**src/rtl/vga_timing_pkg.sv**
```systemverilog
// Shared types and default video-mode constants for the raster timing generator.
package vga_timing_pkg;

  typedef enum logic [1:0] {ACTIVE, FRONT, SYNC, BACK} phase_t;

  // SVGA 800x600@60, 40 MHz pixel clock
  localparam int  SVGA_H_ACTIVE = 800;
  localparam int  SVGA_H_FP     = 40;
  localparam int  SVGA_H_SYNC   = 128;
  localparam int  SVGA_H_BP     = 88;
  localparam int  SVGA_V_ACTIVE = 600;
  localparam int  SVGA_V_FP     = 1;
  localparam int  SVGA_V_SYNC   = 4;
  localparam int  SVGA_V_BP     = 23;
  localparam bit  SVGA_SYNC_POL = 1'b1;
  localparam int  SVGA_CW       = 11;

  function automatic int total(input int active, input int fp, input int sync, input int bp);
    return active + fp + sync + bp;
  endfunction

endpackage

```
**src/rtl/vga_timing_axis.sv**
```systemverilog
// One raster axis: wrapping counter plus ACTIVE/FRONT/SYNC/BACK phase FSM.
// wrap flags that the next step returns the counter to 0.
module timing_axis
  import vga_timing_pkg::*;
#(
  parameter int CW = 11
) (
  input  logic          clk,
  input  logic          rst,
  input  logic          step,
  input  logic [CW-1:0] len_active,
  input  logic [CW-1:0] len_fp,
  input  logic [CW-1:0] len_sync,
  input  logic [CW-1:0] len_bp,
  output logic [CW-1:0] count,
  output phase_t        phase,
  output logic          wrap
);

  localparam logic [CW-1:0] ONE = {{(CW-1){1'b0}}, 1'b1};

  logic [CW-1:0] b_front, b_sync, b_back, last;
  logic [CW-1:0] count_nxt;
  phase_t        phase_nxt;

  // Region boundaries; modulo-2**CW arithmetic keeps last correct when total == 2**CW
  assign b_front = len_active;
  assign b_sync  = len_active + len_fp;
  assign b_back  = b_sync + len_sync;
  assign last    = b_back + len_bp - ONE;
  assign wrap    = (count == last);

  always_ff @(posedge clk or posedge rst) begin
    if (rst) begin
      count <= '0;
      phase <= ACTIVE;
    end else begin
      count <= count_nxt;
      phase <= phase_nxt;
    end
  end

  always_comb begin
    count_nxt = count;
    phase_nxt = phase;
    if (step) begin
      count_nxt = wrap ? '0 : count + ONE;
      case (phase)
        ACTIVE:  if (count_nxt == b_front) phase_nxt = FRONT;
        FRONT:   if (count_nxt == b_sync)  phase_nxt = SYNC;
        SYNC:    if (count_nxt == b_back)  phase_nxt = BACK;
        BACK:    if (count_nxt == '0)      phase_nxt = ACTIVE;
        default: phase_nxt = ACTIVE;
      endcase
    end
  end

endmodule

```
**src/rtl/vga_timing.sv**
```systemverilog
// Free-running raster timing generator: pixel/line counters, sync and blanking
// strobes, and one-cycle line/frame start pulses for a single video mode.
module vga_timing
  import vga_timing_pkg::*;
#(
  parameter int H_ACTIVE = SVGA_H_ACTIVE,
  parameter int H_FP     = SVGA_H_FP,
  parameter int H_SYNC   = SVGA_H_SYNC,
  parameter int H_BP     = SVGA_H_BP,
  parameter int V_ACTIVE = SVGA_V_ACTIVE,
  parameter int V_FP     = SVGA_V_FP,
  parameter int V_SYNC   = SVGA_V_SYNC,
  parameter int V_BP     = SVGA_V_BP,
  parameter bit SYNC_POL = SVGA_SYNC_POL,
  parameter int CW       = SVGA_CW
) (
  input  logic          clk,
  input  logic          rst,
  input  logic          en,
  output logic [CW-1:0] hcount,
  output logic [CW-1:0] vcount,
  output logic          hsync,
  output logic          vsync,
  output logic          hblnk,
  output logic          vblnk,
  output logic          line_start,
  output logic          frame_start
);

  localparam int H_TOTAL = total(H_ACTIVE, H_FP, H_SYNC, H_BP);
  localparam int V_TOTAL = total(V_ACTIVE, V_FP, V_SYNC, V_BP);

  if (H_ACTIVE < 1 || H_FP < 1 || H_SYNC < 1 || H_BP < 1 ||
      V_ACTIVE < 1 || V_FP < 1 || V_SYNC < 1 || V_BP < 1) begin : g_bad_len
    $error("vga_timing: every region length must be at least 1");
  end
  if ((2 ** CW) < H_TOTAL || (2 ** CW) < V_TOTAL) begin : g_bad_cw
    $error("vga_timing: CW too small for the line or frame total");
  end

  localparam logic [CW-1:0] HA = CW'(H_ACTIVE);
  localparam logic [CW-1:0] HF = CW'(H_FP);
  localparam logic [CW-1:0] HS = CW'(H_SYNC);
  localparam logic [CW-1:0] HB = CW'(H_BP);
  localparam logic [CW-1:0] VA = CW'(V_ACTIVE);
  localparam logic [CW-1:0] VF = CW'(V_FP);
  localparam logic [CW-1:0] VS = CW'(V_SYNC);
  localparam logic [CW-1:0] VB = CW'(V_BP);

  phase_t h_phase, v_phase;
  logic   h_wrap, v_wrap;

  timing_axis #(.CW(CW)) u_h (
    .clk(clk), .rst(rst), .step(en),
    .len_active(HA), .len_fp(HF), .len_sync(HS), .len_bp(HB),
    .count(hcount), .phase(h_phase), .wrap(h_wrap)
  );

  timing_axis #(.CW(CW)) u_v (
    .clk(clk), .rst(rst), .step(en & h_wrap),
    .len_active(VA), .len_fp(VF), .len_sync(VS), .len_bp(VB),
    .count(vcount), .phase(v_phase), .wrap(v_wrap)
  );

  // Strobes decode straight from the registered phases, so they align with the counts
  assign hblnk = (h_phase != ACTIVE);
  assign vblnk = (v_phase != ACTIVE);
  assign hsync = (h_phase == SYNC) ? SYNC_POL : ~SYNC_POL;
  assign vsync = (v_phase == SYNC) ? SYNC_POL : ~SYNC_POL;

  always_ff @(posedge clk or posedge rst) begin
    if (rst) begin
      line_start  <= 1'b0;
      frame_start <= 1'b0;
    end else begin
      line_start  <= en & h_wrap;
      frame_start <= en & h_wrap & v_wrap;
    end
  end

endmodule

```
**config.mk**
```make
export PLATFORM = sky130hd
export DESIGN_NAME = vga_timing
export DESIGN_NICKNAME = d
export VERILOG_FILES = /design/src/rtl/vga_timing_pkg.sv /design/src/rtl/vga_timing_axis.sv /design/src/rtl/vga_timing.sv
export SDC_FILE = /design/constraint.sdc
export NUM_CORES = 1
export LEC_CHECK = 0
export ABC_AREA = 1
export BUFFER_PORTS_ARGS = -buffer_cell sky130_fd_sc_hd__buf_2
export CAP_MARGIN = 20
export CORE_MARGIN = 8
export CORE_UTILIZATION = 55
export CTS_CLUSTER_DIAMETER = 200
export DETAILED_ROUTE_END_ITERATION = 10
export PLACE_DENSITY = 0.81
export SLEW_MARGIN = 40
export SYNTH_ARGS = -nofsm -noshare
export SYNTH_HDL_FRONTEND = slang
export SYNTH_SLANG_ARGS = --single-unit
```
**constraint.sdc**
```tcl
create_clock -name clk -period 3.4 [get_ports clk]
set_input_delay 0.51 -clock clk [delete_from_list [all_inputs] [get_ports clk]]
set_output_delay 0.51 -clock clk [all_outputs]
set_load 0.05 [all_outputs]
```
==> reports/qor.yml, run 1 <==
critical_path:
  rr_worst_depth: 13
  cp_max_fo: 4
  cp.required_ns: 3.56
  end_kind: "flop"
  cp-start-kind: "flop"
  cp.arrival_ns: 2.26
  critPathKind: "reg -> reg"
sta:
  max_freq_mhz: 476
  slew_headroom_pct: 61.0
  maxSlewViolCount: 0
  tightestPinTransition_ns: 0.585
  layout_setup_ws_ns: 1.30
  clock_skew_ns: 0.00603
  finalCriticalPeriod_ns: 2.10
  fin_setup_tns_ns: 0
  post-route-period-util_pct: 61.8
  hold_violations: 0
  rsz0062_at_grt: "false"
  setup_violations: 0
route:
  routed_wl_um: 4680
  viasPerCell: 5.19
  drt_first_pass_iters: 4
  vias: 1956
  drtIter0Drc: 94
  wl_per_cell_um: 12.4
  remaining_drc_errors: 0
  postRouteAntennaNets: 0
yosys:
  syn_nets: 314
  yosysWarnings: 0
  yosysSeqAreaShare_pct: 34.4
  ys_ff_latch: 28
  ys_types: 29
  avgSynthCellArea_um2: 6.80
  synth_area_mm2: 0.00204
  netlist_instances: 300
clocking:
  clockBufferDepth: 2
  clkSlewWorstSetupHoldPaths_ns: 0.09
  htree_levels: 1
  tritoncts: "done"
  hold_buffers: 0
  clock_latency_ns: 0.27
  cts_root_buffer: "clkbuf_8"
  postCtsSetupBuffers: 0
  cts_resized: 0
  cts.sinks: 28
  cts_buffers: 3
status:
  status: "finished, final reports clean"
hold_path:
  hold_path.class: "in -> async"
layout:
  fillers: 342
  layout_commonest_cell: "nand2_1"
  final_cell_mix: "96 x nand2_1, 38 x inv_1, 30 x buf_2, 28 x dfrtp_1"
  antennaDiodeCount: 0
  area_delta_synth_final_pct: 11.4
  layout.nets: 345
  drive_gt1_share_pct: 16.7
global_routing:
  grt_overflow: 0
  grt_util_all_layers_pct: 16.3
  grt_pass1_wl_um: 8180
  antenna_found_initial: 0
  grt_pass1_vias: 1888
  grt_max_degree: 29
floorplan:
  die_h_um: 76.9
  start_util_pct: 56.6
  die_w_um: 76.9
  core_mm2: 0.00361
  rows: 22
  die-area_mm2: 0.00591
  ios: 31
placed_design:
  dpl.hpwl_um: 3710
  port_buffers: 30
  gp_congestion: 0.979
  pre_cts_ws_ns: 1.34
power:
  ir_drop_v: 0.000179
  leakage_nw: 1.20
  powerDensity_mw_per_mm2: 545
job:
  cap_violations: 0
[final timing paths]
check	from	endpoint	slack, ns
worst max-delay path	u_h.count[0]	u_h.phase[1]	1.30
worst min-delay path	rst	u_v.count[0]	0.29
worst max register to register	u_h.count[0]	u_h.phase[1]	1.30
worst min register to register	u_h.count[1]	u_h.count[1]	0.54
max in group asynchronous	rst	u_v.count[4]	2.72
min in group clk	en	u_h.count[0]	0.49
[layer usage]
| metal | wire [um] | track usage, % |
|---|---|---|
| met3 | 264 | 3.15 |
| met1 | 2010 | 18.0 |
| met2 | 2320 | 29.8 |
| met4 | 82 | 5.96 |
| met5 | 0 | 0 |
[flip-flops by register name, indices dropped and copies added (netlist names)]
name,flops
u_v.count,11
u_h.phase,2
u_v.phase,2
u_h.count,11
line_start,1
frame_start,1
[Yosys cell counts (all sizes together)]
master	number	share of area, %
nor3b	1	0.37
xor2	2	0.86
clkinv	1	0.18
nor3	2	0.49
mux2i	1	0.49
clkbuf	3	0.55
or2	2	0.61
nand2	100	19
o21bai	4	1.5
dfrtp	28	34
inv	43	7.9
nand3b	2	0.74
xnor2	1	0.43
nand3	29	8.2
a21oi	2	0.49
nand4	6	1.8
nor2	32	7.4
o31ai	1	0.37
o21ai	28	7.2
ha	11	6.7
buf	1	0.37
[stage by stage]
step	area [um^2]	util (%)	instances	power (mW)	hold slack (ns)
finish	2270	63.0	377	1.24	0.294
floorplan	2040	-	300	0.937	0.491
global route	2270	63.0	377	1.33	0.345
detailed placement	2230	61.9	374	1.07	0.530
CTS	2270	63.0	377	1.25	0.313
global placement	2230	61.9	374	1.05	0.511
[cell type report]
type	instances	area, um^2	share of cell area, %
timing repair buffer	30	150	6.61
sequential	28	701	30.8
inverter	44	165	7.27
multi-input combinational	224	1150	50.8
clock buffer	3	41.3	1.82
tap	48	60.1	2.64
[critical path, cell delays in order, from the launching register on]
cell and delay [ns]:
dfrtp_1 0.42, ha_1 0.28, nand2_1 0.18, inv_1 0.10, nand2_1 0.11, nand2_1 0.06, nand3_1 0.12, nand2_1 0.09
inv_1 0.07, nand3_1 0.09, o21ai_2 0.16, nand2_1 0.09, o21bai_1 0.15, nand2_1 0.07
[where the power goes]
group / leakage, nW / internal [mW] / switching, mW
combinational: 0.828 / 0.164 / 0.440
sequential: 0.348 / 0.386 / 0.0718
clock: 0.0216 / 0.0794 / 0.0981
[kinds of logic (layout without fill, tap and decap cells)]
logic type               Yosys count  count (layout)  share of synthesized area (%)
AO/OA/AOI/OAI                     35              35                           9.57
XOR/XNOR                           3               3                           1.29
adder cells (fa/ha/maj)           11              11                           6.75
buffers and inverters             48              77                           9.02
flip-flops                        28              28                           34.4
multiplexers                       1               1                          0.491
AND/OR/NAND/NOR                  174             174                           38.5
No activity file was read; power rests on OpenSTA's default activity.
==> run 2: changes to the inputs <==
--- a/config.mk
+++ b/config.mk
@@ -9,10 +9,10 @@
 export BUFFER_PORTS_ARGS = -buffer_cell sky130_fd_sc_hd__buf_2
 export CAP_MARGIN = 20
 export CORE_MARGIN = 8
-export CORE_UTILIZATION = 55
+export CORE_UTILIZATION = 51
 export CTS_CLUSTER_DIAMETER = 200
 export DETAILED_ROUTE_END_ITERATION = 10
-export PLACE_DENSITY = 0.81
+export PLACE_DENSITY = 0.79
 export SLEW_MARGIN = 40
 export SYNTH_ARGS = -nofsm -noshare
 export SYNTH_HDL_FRONTEND = slang
==> constraint.sdc (replaced) <==
create_clock -name clk -period 1.69 [get_ports clk]
set_input_delay 0.2535 -clock clk [delete_from_list [all_inputs] [get_ports clk]]
set_output_delay 0.2535 -clock clk [all_outputs]
set_load 0.05 [all_outputs]
==> reports/qor.yml, run 2 (synthesis results as in run 1) <==
floorplan:
  start_util_pct: 52.1  # -4.4 points
  core_mm2: 0.00391  # +8.5%
  die_w_um: 79.2  # +3.0%
  rows: 23  # +4.5%
  die-area_mm2: 0.00628  # +6.2%
  ios: 31  # unchanged
  die_h_um: 79.2  # +3.0%
layout:
  fillers: 313  # -8.5%
  top_regs: "u_h.count x11, u_v.count x11"
  instances_no_fill: 435  # +15%
  area_delta_synth_final_pct: 42.9
  layout.nets: 400  # +16%
  antennaDiodeCount: 0  # unchanged
  fin_util_pct: 74.5  # +11 points
  final_cell_mix: "81 x nand2_1, 52 x buf_4, 38 x inv_1, 30 x buf_2, 19 x nor2_1"
  layout_commonest_cell: "nand2_1"
  drive_gt1_share_pct: 41.6  # +25 points
clocking:
  hold_buffers: 0  # unchanged
  clkSlewWorstSetupHoldPaths_ns: 0.09  # about the same
  cts_buffers: 3  # unchanged
  clockBufferDepth: 2  # unchanged
  tritoncts: "done"
  clock_latency_ns: 0.27  # about the same
  cts.sinks: 28  # unchanged
  cts_root_buffer: "clkbuf_8"
  htree_levels: 1  # unchanged
status:
  status: "finished with violations"
  violations: "negative setup slack"
route:
  drt_first_pass_iters: 5  # +1
  wl_per_cell_um: 12.8  # +3.5%
  drtIter0Drc: 90  # -4.3%
  remaining_drc_errors: 0  # unchanged
  viasPerCell: 5.06  # -2.5%
  postRouteAntennaNets: 0  # unchanged
  routed_wl_um: 5590  # +19%
  vias: 2201  # +13%
placed_design:
  port_buffers: 30  # unchanged
  pre_cts_ws_ns: -0.220  # -1.56 ns
  post-place-cells: 416  # +11%
  dpl.hpwl_um: 3960  # +6.6%
  gp_congestion: 0.939  # -4.1%
sta:
  finalCriticalPeriod_ns: 1.81  # -0.286 ns
  setup_violations: 4  # +4
  post-route-period-util_pct: 107  # +46 points
  clock_skew_ns: 0.00231  # -0.00372 ns
  rsz0062_at_grt: "true"
  max_freq_mhz: 551  # +16%
  fin_setup_tns_ns: -0.454  # -0.454 ns
  slew_headroom_pct: 75.8  # +15 points
  maxSlewViolCount: 0  # unchanged
  tightestPinTransition_ns: 0.362  # -0.222 ns
  layout_setup_ws_ns: -0.124  # -1.42 ns
  hold_violations: 0  # unchanged
critical_path:
  cp_max_fo: 4  # unchanged
  critPathKind: "reg -> reg"
  end_kind: "flop"
  cp.required_ns: 1.86  # -1.70 ns
  critPathLaunch: "u_h.count[0]"
  r2r_start: "u_h.count[0]"
  cp.arrival_ns: 1.98  # -0.28 ns
  cp-start-kind: "flop"
global_routing:
  grt_max_degree: 29  # unchanged
  grt_pass1_vias: 2119  # +12%
  grt_overflow: 0  # unchanged
  grt_pass1_wl_um: 8910  # +8.9%
  grt_util_all_layers_pct: 17.1  # +0.81 points
  antenna_found_initial: 0  # unchanged
power:
  leakage_nw: 1.49  # +24%
  ir_drop_v: 0.000483  # +170%
  powerDensity_mw_per_mm2: 1000  # +84%
  power_mw: 2.93  # +140%
hold_path:
  hold_path.class: "in -> async"
job:
  cap_violations: 0  # unchanged
## run 2: changes by cell type in the layout (fill, tap and decap cells not counted), sizes merged
cell / previous run / this run
buf: 30 / 85
clkbuf: 3 / 4
## run 2: worst paths after layout
check / endpoint / slack (ns) / cells after the start
worst max-delay path: u_h.phase[1] / -0.12 / 12
worst min-delay path: u_h.count[1] / 0.03 / 3
worst max register to register: u_h.phase[1] / -0.12 / 12
worst min register to register: u_v.phase[1] / 0.55 / 2
max in group asynchronous: u_v.count[1] / 1.37 / 3
min in group clk: u_h.count[1] / 0.26 / 3
## run 2: worst max-delay path, cell delays in order (launching register included)
cell      delay (ns)
dfrtp_2         0.43
ha_4            0.16
nand2_4         0.06
nor2_4          0.15
nand3_4         0.14
nand3_4         0.13
nand2_4         0.08
inv_2           0.05
nand2_1         0.05
o21ai_2         0.15
nand2_1         0.09
o21bai_1        0.14
nand2_1         0.07
## run 2: area by class of cell
cell class	instances	area (um^2)	share of cell area, %
timing repair buffer	85	574	19.7
multi-input combinational	224	1340	46.1
inverter	44	173	5.93
sequential	28	717	24.6
tap	50	62.6	2.15
clock buffer	4	45.0	1.55
## run 2: repair_timing
action / in CTS / in global routing
gates resized for setup: 10 / 39
gates cloned: 0 / 0
pin swaps: 9 / 30
setup buffers: 9 / 7
setup endpoints to repair: 4 / 16
## run 2: routing by layer
| layer | wire [um] | GRT usage [%] | vias up |
|---|---|---|---|
| li1 | - | - | 1122 |
| met1 | 2330 | 18.3 | 1008 |
| met2 | 2830 | 31.6 | 55 |
| met3 | 254 | 2.93 | 16 |
| met4 | 164 | 8.15 | 0 |
| met5 | 0 | 0 | - |
## run 2: metrics by stage
step	hold WS, ns	area (um^2)
after floorplan	0.318	2110
final	0.0256	2910
after CTS	0.0373	2750
after global placement	0.338	2590
after detailed placement	0.342	2590
after global routing	0.0644	2910
## run 2: report_power, final
group / internal (mW) / switching [mW]
logic: 0.581 / 1.08
clock network: 0.169 / 0.208
registers: 0.788 / 0.0982
total: 1.54 / 1.39
